## config.mk

```make
export PLATFORM = sky130hd
export DESIGN_NAME = mult_div_unit_flat
export DESIGN_NICKNAME = d
export VERILOG_FILES = /design/src/rtl/mips_pkg.sv /design/src/rtl/mult_div_unit_if.sv /design/src/rtl/mult_div_unit.sv /design/src/flat_wrapper.sv
export SDC_FILE = /design/constraint.sdc
export NUM_CORES = 1
export LEC_CHECK = 0
export BUFFER_PORTS_ARGS = -buffer_cell sky130_fd_sc_hd__buf_2
export CAP_MARGIN = 10
export CORE_MARGIN = 5
export CORE_UTILIZATION = 50
export CTS_BUF_LIST = sky130_fd_sc_hd__clkbuf_16
export DETAILED_ROUTE_END_ITERATION = 8
export PLACE_DENSITY = 0.69
export RECOVER_POWER = 100
export SETUP_SLACK_MARGIN = 0.02
export SLEW_MARGIN = 15
export SYNTH_ARGS = -nofsm -noshare
export SYNTH_HDL_FRONTEND = slang
export SYNTH_SLANG_ARGS = --single-unit
```

## constraint.sdc

```tcl
create_clock -name i_clk -period 4.77 [get_ports i_clk]
set_input_delay 0.954 -clock i_clk [delete_from_list [all_inputs] [get_ports i_clk]]
set_output_delay 0.954 -clock i_clk [all_outputs]
set_load 0.01 [all_outputs]
```

## src/rtl/mips_pkg.sv

```systemverilog
// Shared MIPS core definitions: funct codes for the ALU/MDU decode, MDU state
// encoding, and the sign helpers used by the multiply/divide unit.
package mips_pkg;

  localparam int NB_WORD = 32;

  localparam logic [5:0] FUNCT_MFHI  = 6'b010000;
  localparam logic [5:0] FUNCT_MTHI  = 6'b010001;
  localparam logic [5:0] FUNCT_MFLO  = 6'b010010;
  localparam logic [5:0] FUNCT_MTLO  = 6'b010011;
  localparam logic [5:0] FUNCT_MULT  = 6'b011000;
  localparam logic [5:0] FUNCT_MULTU = 6'b011001;
  localparam logic [5:0] FUNCT_DIV   = 6'b011010;
  localparam logic [5:0] FUNCT_DIVU  = 6'b011011;

  typedef enum logic [1:0] {
    MDU_IDLE = 2'd0,
    MDU_CALC = 2'd1,
    MDU_FIX  = 2'd2
  } mdu_state_t;

  // Two's-complement magnitude; 0x80000000 maps to itself, which is the
  // correct unsigned magnitude 2^31.
  function automatic logic [NB_WORD-1:0] abs32(input logic [NB_WORD-1:0] x);
    return x[NB_WORD-1] ? (~x + 1'b1) : x;
  endfunction

  function automatic logic [2*NB_WORD-1:0] neg64(input logic [2*NB_WORD-1:0] x);
    return ~x + 1'b1;
  endfunction

endpackage

```

## src/rtl/mult_div_unit_if.sv

```systemverilog
// Operand/control bundle between the EX stage and the multiply/divide unit.
interface mult_div_unit_if #(
  parameter int NB_DATA    = 32,
  parameter int NB_CONTROL = 6
);
  logic                  i_start;
  logic                  i_flush;
  logic [NB_CONTROL-1:0] i_control;
  logic [NB_DATA-1:0]    i_op_a;
  logic [NB_DATA-1:0]    i_op_b;
  logic [NB_DATA-1:0]    o_hi;
  logic [NB_DATA-1:0]    o_lo;
  logic                  o_busy;
  logic                  o_done;

  modport master (
    output i_start, i_flush, i_control, i_op_a, i_op_b,
    input  o_hi, o_lo, o_busy, o_done
  );

  modport slave (
    input  i_start, i_flush, i_control, i_op_a, i_op_b,
    output o_hi, o_lo, o_busy, o_done
  );
endinterface

```

## src/rtl/mult_div_unit.sv

```systemverilog
// Iterative multiply/divide unit owning HI/LO: radix-2 shift-add multiply and
// restoring divide, one bit per cycle, sign fix-up in a final cycle.
module mult_div_unit
  import mips_pkg::*;
#(
  parameter int NB_DATA    = 32,
  parameter int NB_CONTROL = 6,
  parameter int NB_COUNT   = 6
) (
  input  logic           i_clk,
  input  logic           i_rst,
  mult_div_unit_if.slave bus
);

  localparam int NB_ACC = 2 * NB_DATA;
  localparam logic [NB_COUNT-1:0] LAST_COUNT = NB_COUNT'(NB_DATA - 1);

  mdu_state_t          state;
  logic [NB_COUNT-1:0] count;
  logic [NB_DATA-1:0]  hi_q;
  logic [NB_DATA-1:0]  lo_q;
  logic                done_q;

  // op mirrors funct[1:0] of the accepted op: bit 1 = divide, bit 0 = unsigned.
  logic [1:0]          op;
  logic [NB_DATA-1:0]  mag_a;
  logic [NB_DATA-1:0]  mag_b;
  logic [NB_ACC-1:0]   acc;
  logic                neg_res;
  logic                neg_rem;
  logic                div_zero;

  logic                is_mdu_op;
  logic                op_signed;
  logic                accept;
  logic                idle_write;

  logic [NB_DATA:0]    mul_sum;
  logic [NB_ACC-1:0]   mul_next;
  logic [NB_DATA:0]    rem_shift;
  logic [NB_DATA:0]    rem_diff;
  logic                rem_ge;
  logic [NB_ACC-1:0]   div_next;
  logic [NB_ACC-1:0]   prod;
  logic [NB_DATA-1:0]  quo;
  logic [NB_DATA-1:0]  rem;
  logic [NB_DATA-1:0]  fix_hi;
  logic [NB_DATA-1:0]  fix_lo;

  assign is_mdu_op  = (bus.i_control == FUNCT_MULT) || (bus.i_control == FUNCT_MULTU) ||
                      (bus.i_control == FUNCT_DIV)  || (bus.i_control == FUNCT_DIVU);
  assign op_signed  = ~bus.i_control[0];
  assign idle_write = (state == MDU_IDLE) && bus.i_start && !bus.i_flush;
  assign accept     = idle_write && is_mdu_op;

  // NOTE: every variable driven here gets a value on every path, so no latch is inferred.
  always_comb begin
    // Multiply: add the multiplicand into the upper half, then shift the pair right.
    mul_sum  = {1'b0, acc[NB_ACC-1:NB_DATA]} + {1'b0, (mag_b[0] ? mag_a : '0)};
    mul_next = {mul_sum, acc[NB_DATA-1:1]};

    // Divide: upper half is the partial remainder, lower half collects quotient bits.
    rem_shift = {acc[NB_ACC-1:NB_DATA], mag_a[NB_DATA-1]};
    rem_diff  = rem_shift - {1'b0, mag_b};
    rem_ge    = (rem_shift >= {1'b0, mag_b});
    div_next  = {(rem_ge ? rem_diff[NB_DATA-1:0] : rem_shift[NB_DATA-1:0]),
                 acc[NB_DATA-2:0], rem_ge};

    prod = neg_res ? neg64(acc) : acc;
    quo  = acc[NB_DATA-1:0];
    rem  = acc[NB_ACC-1:NB_DATA];

    if (op[1]) begin
      // A zero divisor leaves the dividend magnitude as remainder; re-applying
      // the dividend sign restores the original operand for HI.
      fix_hi = neg_rem ? (~rem + 1'b1) : rem;
      fix_lo = div_zero ? '1 : (neg_res ? (~quo + 1'b1) : quo);
    end else begin
      fix_hi = prod[NB_ACC-1:NB_DATA];
      fix_lo = prod[NB_DATA-1:0];
    end
  end

  // NOTE: sequential state uses non-blocking assignments so every flop samples pre-edge values.
  always_ff @(posedge i_clk) begin
    if (i_rst) begin
      state  <= MDU_IDLE;
      count  <= '0;
      hi_q   <= '0;
      lo_q   <= '0;
      done_q <= 1'b0;
    end else begin
      done_q <= 1'b0;
      if (bus.i_flush) begin
        state <= MDU_IDLE;
        count <= '0;
      end else begin
        unique case (state)
          MDU_IDLE: begin
            if (accept) begin
              state <= MDU_CALC;
              count <= '0;
            end else if (idle_write && bus.i_control == FUNCT_MTHI) begin
              hi_q <= bus.i_op_a;
            end else if (idle_write && bus.i_control == FUNCT_MTLO) begin
              lo_q <= bus.i_op_a;
            end
          end
          MDU_CALC: begin
            count <= count + NB_COUNT'(1);
            if (count == LAST_COUNT) state <= MDU_FIX;
          end
          MDU_FIX: begin
            hi_q   <= fix_hi;
            lo_q   <= fix_lo;
            done_q <= 1'b1;
            state  <= MDU_IDLE;
          end
          default: state <= MDU_IDLE;
        endcase
      end
    end
  end

  // NOTE: datapath registers carry no reset; they are always loaded on accept before use.
  always_ff @(posedge i_clk) begin
    if (accept) begin
      op       <= bus.i_control[1:0];
      mag_a    <= op_signed ? abs32(bus.i_op_a) : bus.i_op_a;
      mag_b    <= op_signed ? abs32(bus.i_op_b) : bus.i_op_b;
      neg_res  <= op_signed & (bus.i_op_a[NB_DATA-1] ^ bus.i_op_b[NB_DATA-1]);
      neg_rem  <= op_signed & bus.i_op_a[NB_DATA-1];
      div_zero <= (bus.i_op_b == '0);
      acc      <= '0;
    end else if (state == MDU_CALC) begin
      if (op[1]) begin
        acc   <= div_next;
        mag_a <= mag_a << 1;
      end else begin
        acc   <= mul_next;
        mag_b <= mag_b >> 1;
      end
    end
  end

  assign bus.o_busy = (state != MDU_IDLE);
  assign bus.o_done = done_q;
  assign bus.o_hi   = hi_q;
  assign bus.o_lo   = lo_q;

endmodule

```

## src/flat_wrapper.sv

```systemverilog
// flat-port wrapper written by rule: the top's interface ports become plain ports
module mult_div_unit_flat import mips_pkg::*;
#(
  parameter int NB_DATA    = 32,
  parameter int NB_CONTROL = 6,
  parameter int NB_COUNT   = 6
)
  (i_clk, i_rst, bus_i_start, bus_i_flush, bus_i_control, bus_i_op_a, bus_i_op_b, bus_o_hi, bus_o_lo, bus_o_busy, bus_o_done);
  mult_div_unit_if #(.NB_DATA(NB_DATA), .NB_CONTROL(NB_CONTROL)) bus_i ();
  input  logic i_clk;
  input  logic i_rst;
  input wire logic [$bits(bus_i.i_start)-1:0] bus_i_start;
  input wire logic [$bits(bus_i.i_flush)-1:0] bus_i_flush;
  input wire logic [$bits(bus_i.i_control)-1:0] bus_i_control;
  input wire logic [$bits(bus_i.i_op_a)-1:0] bus_i_op_a;
  input wire logic [$bits(bus_i.i_op_b)-1:0] bus_i_op_b;
  output wire logic [$bits(bus_i.o_hi)-1:0] bus_o_hi;
  output wire logic [$bits(bus_i.o_lo)-1:0] bus_o_lo;
  output wire logic [$bits(bus_i.o_busy)-1:0] bus_o_busy;
  output wire logic [$bits(bus_i.o_done)-1:0] bus_o_done;
  assign bus_i.i_start = bus_i_start;
  assign bus_i.i_flush = bus_i_flush;
  assign bus_i.i_control = bus_i_control;
  assign bus_i.i_op_a = bus_i_op_a;
  assign bus_i.i_op_b = bus_i_op_b;
  assign bus_o_hi = bus_i.o_hi;
  assign bus_o_lo = bus_i.o_lo;
  assign bus_o_busy = bus_i.o_busy;
  assign bus_o_done = bus_i.o_done;
  mult_div_unit #(.NB_DATA(NB_DATA), .NB_CONTROL(NB_CONTROL), .NB_COUNT(NB_COUNT)) u_core (.i_clk(i_clk), .i_rst(i_rst), .bus(bus_i));
endmodule
```

[Word level (Yosys, flattened, before mapping)]
Cells that the tools add are included.
Word-level totals
  flip-flop bits (word level): 206
  logic and storage cells: 102
  bits of input ports: 74
  output and inout port bits: 66
Operators by class
  magnitude comparators: 1
  mux-type cells: 32
  equality and inequality tests: 16
  reduce and logical (&&, ||, !) cells: 23
  bitwise operators: 10
  add/subtract/negate cells: 8
Operators by type and width (number)
  two-way mux 32 bit: 22
  adder 32 x 1 -> 32 bit, second input constant: 4
  two-way mux 64 bit: 2
  inverter 32 bit: 4
  case mux 32 bit (2 select lines): 2
  adder 64 x 1 -> 64 bit, second input constant: 1
  inverter 64 bit: 1
  == test 6 x 5 -> 1 bit, second input constant: 7
  adder 32 x 32 -> 33 bit: 1
  >= comparator 33 x 32 -> 1 bit: 1
  logical NOT 32 bit: 1
  subtractor 32 bit: 1
  case mux 6 bit (2 select lines): 1
  != test 2 bit, second input constant: 5
  nonzero test 2 bit: 5
  AND reduction 2 bit: 4
  adder 6 x 1 -> 6 bit, second input constant: 1
  two-way mux 6 bit: 1
  logical AND 1 bit: 5
  AND reduction 5 bit: 1
  two-way mux 2 bit: 2
  != test 2 x 1 -> 1 bit, second input constant: 2
  case mux 2 bit (2 select lines): 1
  AND reduction 4 bit: 1
  10 further kinds: 14

[Depth between registers and ports, before layout]
Gate-level depths: netlist (run 1).
  word-level depth: 8
  gate-level depth with buffers: 13
  mapped depth without buffers: 12

[Worst setup path before layout (run 1)]
OpenSTA, ideal clock, no wires.
  kind: in2reg
  start: input bus_i_op_a[8]
  end: register u_core.mag_a[22], data pin
  path slack: 1.510 ns
  cell stages on the path: 8
  data required time: 4.503 ns
  buffers on the path: 0
  data arrival time: 2.993 ns
  cell sequence: or4_1 > nor4_1 > nand2b_1 > or3_1 > nor4_4 > a31oi_1 > xnor2_1 > o21ai_0
On the way
  cells in the longest elaborated chain, start to end: 5
RTL lines
  start: declaration: line flat_wrapper.sv:15  | input wire logic [$bits(bus_i.i_op_a)-1:0] bus_i_op_a;
  inverter 32 bit: line mips_pkg.sv:25  | return x[NB_WORD-1] ? (~x + 1'b1) : x;
  adder 32 x 1 -> 32 bit: line mips_pkg.sv:25
  two-way mux 32 bit: line mips_pkg.sv:25
  two-way mux 32 bit: line mult_div_unit.sv:129  | mag_a <= op_signed ? abs32(bus.i_op_a) : bus.i_op_a;
  two-way mux 32 bit: line mult_div_unit.sv:127  | if (accept) begin
  end signal: assignment: line mult_div_unit.sv:129
  end signal: assignment: line mult_div_unit.sv:138  | mag_a <= mag_a << 1;
  end: declaration: line mult_div_unit.sv:26  | logic [NB_DATA-1:0] mag_a;
No other way between the ends.
A chain may end at the register's enable or synchronous reset.

[Worst setup path after layout (run 1)]
  start: register u_core.state[0]
  end: register u_core.mag_a[31], data pin
On the way
  cells in the longest elaborated chain, start to end: 5
RTL lines
  start: declaration: line mult_div_unit.sv:18  | mdu_state_t state;
  start signal: assignment: line mult_div_unit.sv:87  | state <= MDU_IDLE;
  start signal: assignment: line mult_div_unit.sv:95  | state <= MDU_IDLE;
  start signal: assignment: line mult_div_unit.sv:101  | state <= MDU_CALC;
  logical NOT 2 bit: line mult_div_unit.sv:53  | assign idle_write = (state == MDU_IDLE) && bus.i_start && !bus.i_flush;
  logical AND 1 bit (2 in a row): line mult_div_unit.sv:53
  logical AND 1 bit: line mult_div_unit.sv:54  | assign accept = idle_write && is_mdu_op;
  two-way mux 32 bit: line mult_div_unit.sv:127
No other way between the ends.

==> results of run 1 <==
-- cell type report --
cell class,count,area [µm²],share of cell area [%]
Inverter,73,274.0,1.551
Timing Repair Buffer,165,792.0,4.482
Tap cell,402,503.0,2.847
Multi-Input combinational cell,1643,10510,59.49
Clock buffer,29,725.7,4.107
Clock inverter,12,78.83,0.4461
Sequential cell,205,4785,27.08
-- state kept, by name, indices dropped and copies added (netlist names) --
name	count
u_core.op	1
u_core.mag_a	32
u_core.acc	64
u_core.bus.o_lo	32
u_core.neg_res	1
u_core.div_zero	1
u_core.count	6
u_core.bus.o_hi	32
u_core.state	2
u_core.bus.o_done	1
u_core.neg_rem	1
u_core.mag_b	32
-- worst max-delay path: stages, from the launching register on --
cell and delay (ns):
dfxtp_1 0.42, or2_2 0.40, or4_1 1.30, inv_1 0.28, clkbuf_2 0.97, nand2_1 0.09
o21ai_0 0.45
-- metrics by stage --
stage                     cells  utilization, %  setup WS [ns]  hold WS (ns)  instance area [µm²]
after floorplan            2067               -          1.510        0.4467                16170
after global placement     2488           53.70         0.8938        0.4411                17030
after detailed placement   2488           53.70         0.9160        0.4447                17030
after CTS                  2529           56.23         0.8572        0.4550                17840
after global routing       2529           55.71         0.2805        0.4805                17670
final                      2529           55.71         0.5353        0.4534                17670
-- power by group through the flow --
stage | logic, mW | clock network [mW] | registers, mW
floorplan | 1.63 | 0 | 2.14
global placement | 2.04 | 0 | 2.35
detailed placement | 2.06 | 0 | 2.36
CTS | 2.08 | 1.88 | 2.32
global route | 2.31 | 1.95 | 2.35
finish | 2.11 | 1.86 | 2.34
-- final timing paths --
| kind | end | slack, ns | depth (start not counted) |
|---|---|---|---|
| hold reg to reg | u_core.bus.o_hi[0]$_SDFFE_PP0P_ | 0.45 | 2 |
| setup reg to reg | u_core.mag_a[31]$_DFFE_PP_ | 0.54 | 6 |
| hold / removal | u_core.bus.o_hi[0]$_SDFFE_PP0P_ | 0.45 | 2 |
| setup / recovery | u_core.mag_a[31]$_DFFE_PP_ | 0.54 | 6 |
-- routing by layer --
| metal | track usage, % | vias to the layer above | wire, µm |
|---|---|---|---|
| li1 | - | 7686 | - |
| met1 | 39.51 | 7670 | 23180 |
| met2 | 46.21 | 726 | 24810 |
| met3 | 6.954 | 161 | 5046 |
| met4 | 9.738 | 0 | 2248 |
| met5 | 0 | - | 0 |
-- layout by cell type (no fill, tap or decap), types with 25 or more instances in the layout --
master	Yosys	layout
clkbuf_1	128	75
inv_1	71	73
dfxtp_1	137	137
nor4_1	22	25
a21oi_1	160	160
nand2_1	200	200
edfxtp_1	68	68
o21ai_0	161	162
nand4_1	24	25
mux2i_1	57	57
nand3_1	52	52
xor2_1	70	70
a211oi_1	73	73
xnor2_1	84	84
a31oi_1	29	29
a21o_1	29	29
nor2_1	187	187
buf_2	6	68
clkbuf_16	0	29
ha_1	70	70
and2_1	44	43
nor3_1	53	53
-- logic make-up after synthesis --
family | synth area share [%]
AO/OA/AOI/OAI | 26.12
flip-flops | 29.58
buffers and inverters | 5.222
adder cells (fa/ha/maj) | 5.663
multiplexers | 3.876
AND/OR/NAND/NOR | 21.20
XOR/XNOR | 8.340
==> metrics, run 1 <==
failing checks=max-capacitance violations, max-slew violations; Least-Margin Pin Slew=2.162 ns; Starting Density=50.99%; sequential area share after synthesis=29.58%; Highest Clock Rate=0.2361 GHz; total grt overflow=0; largest net degree at the start of global routing=71; P_sw=2.425 mW; VDD IR-drop max=0.3074 mV; sequential share of power=37.0%; Total Power=6.307 mW; Root Buffer=clkbuf_16; Crit. Startpoint=u_core.state[0]$_SDFFE_PP0P_; postcts setup bufs=0; I/O pin total=140; DRC viols=0; Clock Skews=0.01696 ns; arrival time worst endpoint=4.51 ns; Die Y=189.9 µm; placed wire-length estimate=42,350 µm; routed vias/inst=6.423; Ys Warns=0; Fin. Hold Viols=0; Antenna Violating Nets Remaining=0; Synth cell types=79; H-tree depth reported by CTS=1; final RePlAce weighted congestion=1.024; # setup viols final=0; hold_sp=u_core.bus.o_hi[0]$_SDFFE_PP0P_; Synth area leaders=dfxtp_1, edfxtp_1, ha_1; status=finished, violations left; total CTS buffers=24; CTS tree=done; leading cell type by number of instances after synthesis=nand2_1; DR vias=16.24k; setup TNS=0 ns; Sw Ratio=38.45%; Die ar.=36,040 µm²; CTS max path bufs=3; CP max FO=69; core area=31,720 µm²; vias in the first global route=14.98k; Port Buffers=139; minimum clock period=4.235 ns; Synth async-reset ratio=0%; fillers=3,096; first-pass GRT wire length=84,860 µm; synthesized flop and latch total=205; clock power share=29.4%; Synth area leader=dfxtp_1; clock-pin slew of the registers on the worst-case setup and hold paths=0.06 ns; Worst-Skew Late Latency=0.54 ns; critical path type=reg2reg; area grow syn2layout=9.252%; Slew Viols, Final=107; Die Wd=189.9 µm; Comb pwr share=33.5%; RSZ-0062 raised after global routing=false; fraction of final layout cells sized beyond drive strength 1=7.240%; initial antenna violation count=1; predominant post-synthesis flop cell=dfxtp_1; synth cell count leaders=nand2_1, nor2_1, o21ai_0; Nets=2,258; EDFF count, synth=68; synthesized area=16,170 µm²; # hold bufs at CTS=0; Antenna Cells=0; All-Layer GR Usage=29.24%; Post-CTS Resized=0; Syn Nets=2,213; Rel. slew slack=-44.15%; DRT iter0 DRCs=1,514; Leakage Power=6.918 nW; PwrDens=356.9 nW/µm²; drt pass-1 iters=6; Int Pwr=3.882 mW; crit end category=flop; clk sinks=205; crit share post-route=88.78%; wirelength, routed=55,290 µm; Synth top area share=16.96%; critical path startpoint category=flop; num rows=65; Routed WL per cell=21.86 µm; Reg-to-Reg Start=u_core.state[0]$_SDFFE_PP0P_; HP Class=reg2reg; Synth Instances=2,067; max-cap violations=2; CP required=5.04 ns; syn_area_per_cell=7.824 µm²
Power figures use the tool's default switching activity.
==> run 2: changes to the inputs <==
ABC_AREA = 1   (was default)
ABC_CLOCK_PERIOD_IN_PS = 4770   (was default)
PLACE_DENSITY = 0.68   (was 0.69)
==> metrics, run 2 <==
Root Buffer=clkbuf_16; Top reg by flops=u_core.acc; Die Wd=199.9 µm; Final WS setup=1.019 ns; total grt overflow=0; Hold EP=u_core.count[4]$_SDFFE_PP0P_; largest net degree at the start of global routing=75; WL met3=11,150 µm; highest metal used=met4; arrival time worst endpoint=3.91 ns; All-Layer GR Usage=38.19%; Fin. Hold Viols=0; wirelength, routed=78,690 µm; CTS tree=done; drt pass-1 iters=6; Slew Viols, Final=123; hold_sp=u_core.count[4]$_SDFFE_PP0P_; Die ar.=39,950 µm²; Nets=3,250; EDFF count, synth=68; Layout Cells excl Fill=3,584; hold path cells=2; Synth cell types=53; synthesized area=18,030 µm²; syn_area_per_cell=5.974 µm²; RSZ-0062 raised after global routing=false; CP required=4.93 ns; cell repeated most along the worst path=inv_1; commonest non-fill, non-tap cell in the layout=nand2_1; critical path type=reg2reg; CP max FO=32; Highest Clock Rate=0.2666 GHz; clock-pin slew of the registers on the worst-case setup and hold paths=0.06 ns; Post-CTS Resized=0; Synth area leader=nand2_1; routed vias/inst=5.937; Die Y=199.9 µm; vias in the first global route=19.01k; Ys Warns=0; slowest stage cell, crit path=nor2_1; critical path startpoint category=flop; # hold bufs at CTS=0; Synth top area share=16.86%; synth cell count leaders=nand2_1, inv_1, nor2_1; met1 WL=33,910 µm; max-cap violations=3; H-tree depth reported by CTS=1; DRT iter0 DRCs=2,888; minimum clock period=3.751 ns; area grow syn2layout=9.473%; met2 WL=30,570 µm; worst-path cell chain=inv_1 > nor2_8 > inv_1 > nor2_1 > inv_1 > nand2_1 > clkbuf_2; predominant post-synthesis flop cell=dfxtp_1; crit end category=flop; Synth async-reset ratio=0%; fraction of final layout cells sized beyond drive strength 1=5.798%; R2R setup slack=1.02 ns; most frequent cells in the layout=nand2_1, inv_1, nor2_1; CTS max path bufs=3; num rows=69; Reg-to-Reg End=u_core.mag_a[10]$_DFFE_PP_; Worst-Skew Late Latency=0.57 ns; sequential area share after synthesis=26.54%; Routed WL per cell=21.96 µm; Least-Margin Pin Slew=1.710 ns; WHS=0.4821 ns; Port Buffers=139; failing checks=max-capacitance violations, max-slew violations; initial antenna violation count=1; setup TNS=0 ns; Worst Reg-to-Reg Cells=7; Reg-to-Reg Start=u_core.state[0]$_SDFFE_PP0P_; Worst path max stage delay=1.33 ns; leading cell type by number of instances after synthesis=nand2_1; Syn Nets=3,164; Rel. slew slack=-14.01%; Placement Setup Slack=1.515 ns; final RePlAce weighted congestion=1.093; Synth Instances=3,018; clk sinks=205; total CTS buffers=24; Synth area leaders=nand2_1, dfxtp_1, edfxtp_1; Antenna Violating Nets Remaining=0; DR vias=21.28k; postcts setup bufs=0; number of flip-flops under the largest register name=64; core area=35,570 µm²; HP Class=reg2reg; placed wire-length estimate=62,040 µm; VDD IR-drop max=0.2555 mV; DRC viols=0; crit share post-route=78.65%; Total Power=6.736 mW; dpl cells=3,539; # setup viols final=0; Clock Skews=0.04793 ns; Leakage Power=9.751 nW; synthesized flop and latch total=205; first-pass GRT wire length=116,300 µm; PwrDens=341.3 nW/µm²; Starting Density=50.69%; status=finished, violations left; I/O pin total=140
==> run 2: cell count changes after synthesis, sizes merged, moves of 72 or more <==
cell / delta
a211oi: -72
inv: +371
clkbuf: -75
nand3: +214
o21ai: +100
nand2: +618
nor2: +198
==> run 2: worst max-delay path by stage <==
stage                                 startpoint                         endpoint  slack, ns  cells past startpoint
floorplan                       bus_i_control[5]    u_core.mag_a[0]$_SDFFCE_PP0P_       1.87                      7
global placement       u_core.mag_b[0]$_DFFE_PP_      u_core.acc[59]$_SDFFE_PN0P_       1.56                     17
detailed placement     u_core.mag_b[0]$_DFFE_PP_      u_core.acc[59]$_SDFFE_PN0P_       1.52                     17
CTS                    u_core.mag_b[0]$_DFFE_PP_      u_core.acc[59]$_SDFFE_PN0P_       1.54                     17
global route        u_core.state[1]$_SDFFE_PP0P_  u_core.bus.o_lo[1]$_SDFFE_PP0P_       0.71                      9
finish              u_core.state[0]$_SDFFE_PP0P_       u_core.mag_a[10]$_DFFE_PP_       1.02                      7
==> run 2: cell families (layout without fill, tap and decap cells) <==
| family | count (synthesis) | in the layout | share of synthesized area, % |
|---|---|---|---|
| simple gates | 1575 | 1575 | 36.91 |
| other cells | 0 | 1 | 0 |
| buf+inv | 542 | 646 | 11.74 |
| fa+ha+maj | 72 | 72 | 5.080 |
| compound gates | 573 | 573 | 17.25 |
| flops | 205 | 205 | 26.54 |
| xor+xnor | 51 | 51 | 2.478 |
==> run 2: layer usage <==
metal  global-route usage [%]  vias to the layer above
met3                    12.47                      165
met1                    57.10                     9813
met4                    11.27                        0
met5                        0                        -
li1                         -                     9972
met2                    52.16                     1327
==> run 2: where the power goes <==
part           total (mW)  switching (mW)  internal [mW]
sequential           2.16           0.282           1.88
combinational        2.47            1.75          0.722
clock                2.10           0.824           1.28
==> run 2: cell type report <==
class                           count  area, µm²
Antenna cell                        1      2.502
Clock buffer                       25      625.6
Clock inverter                     19      255.2
Fill cell                        3643      15830
Inverter                          443       1664
Multi-Input combinational cell   2271      11080
Sequential cell                   205       4785
Tap cell                          461      576.8
Timing Repair Buffer              159      745.7
==> run 2: worst max-delay path: cells and delay by family (launching register included) <==
family,cells,cell delay (ns)
and+or+nand+nor,3,1.57
buffers and inverters,4,1.33
DFF,1,0.41
==> run 2: metrics by stage <==
stage | util (%) | area, µm²
finish | 55.49 | 19740
global route | 55.48 | 19730
floorplan | - | 18030
detailed placement | 53.45 | 19010
CTS | 55.92 | 19890
global placement | 53.45 | 19010
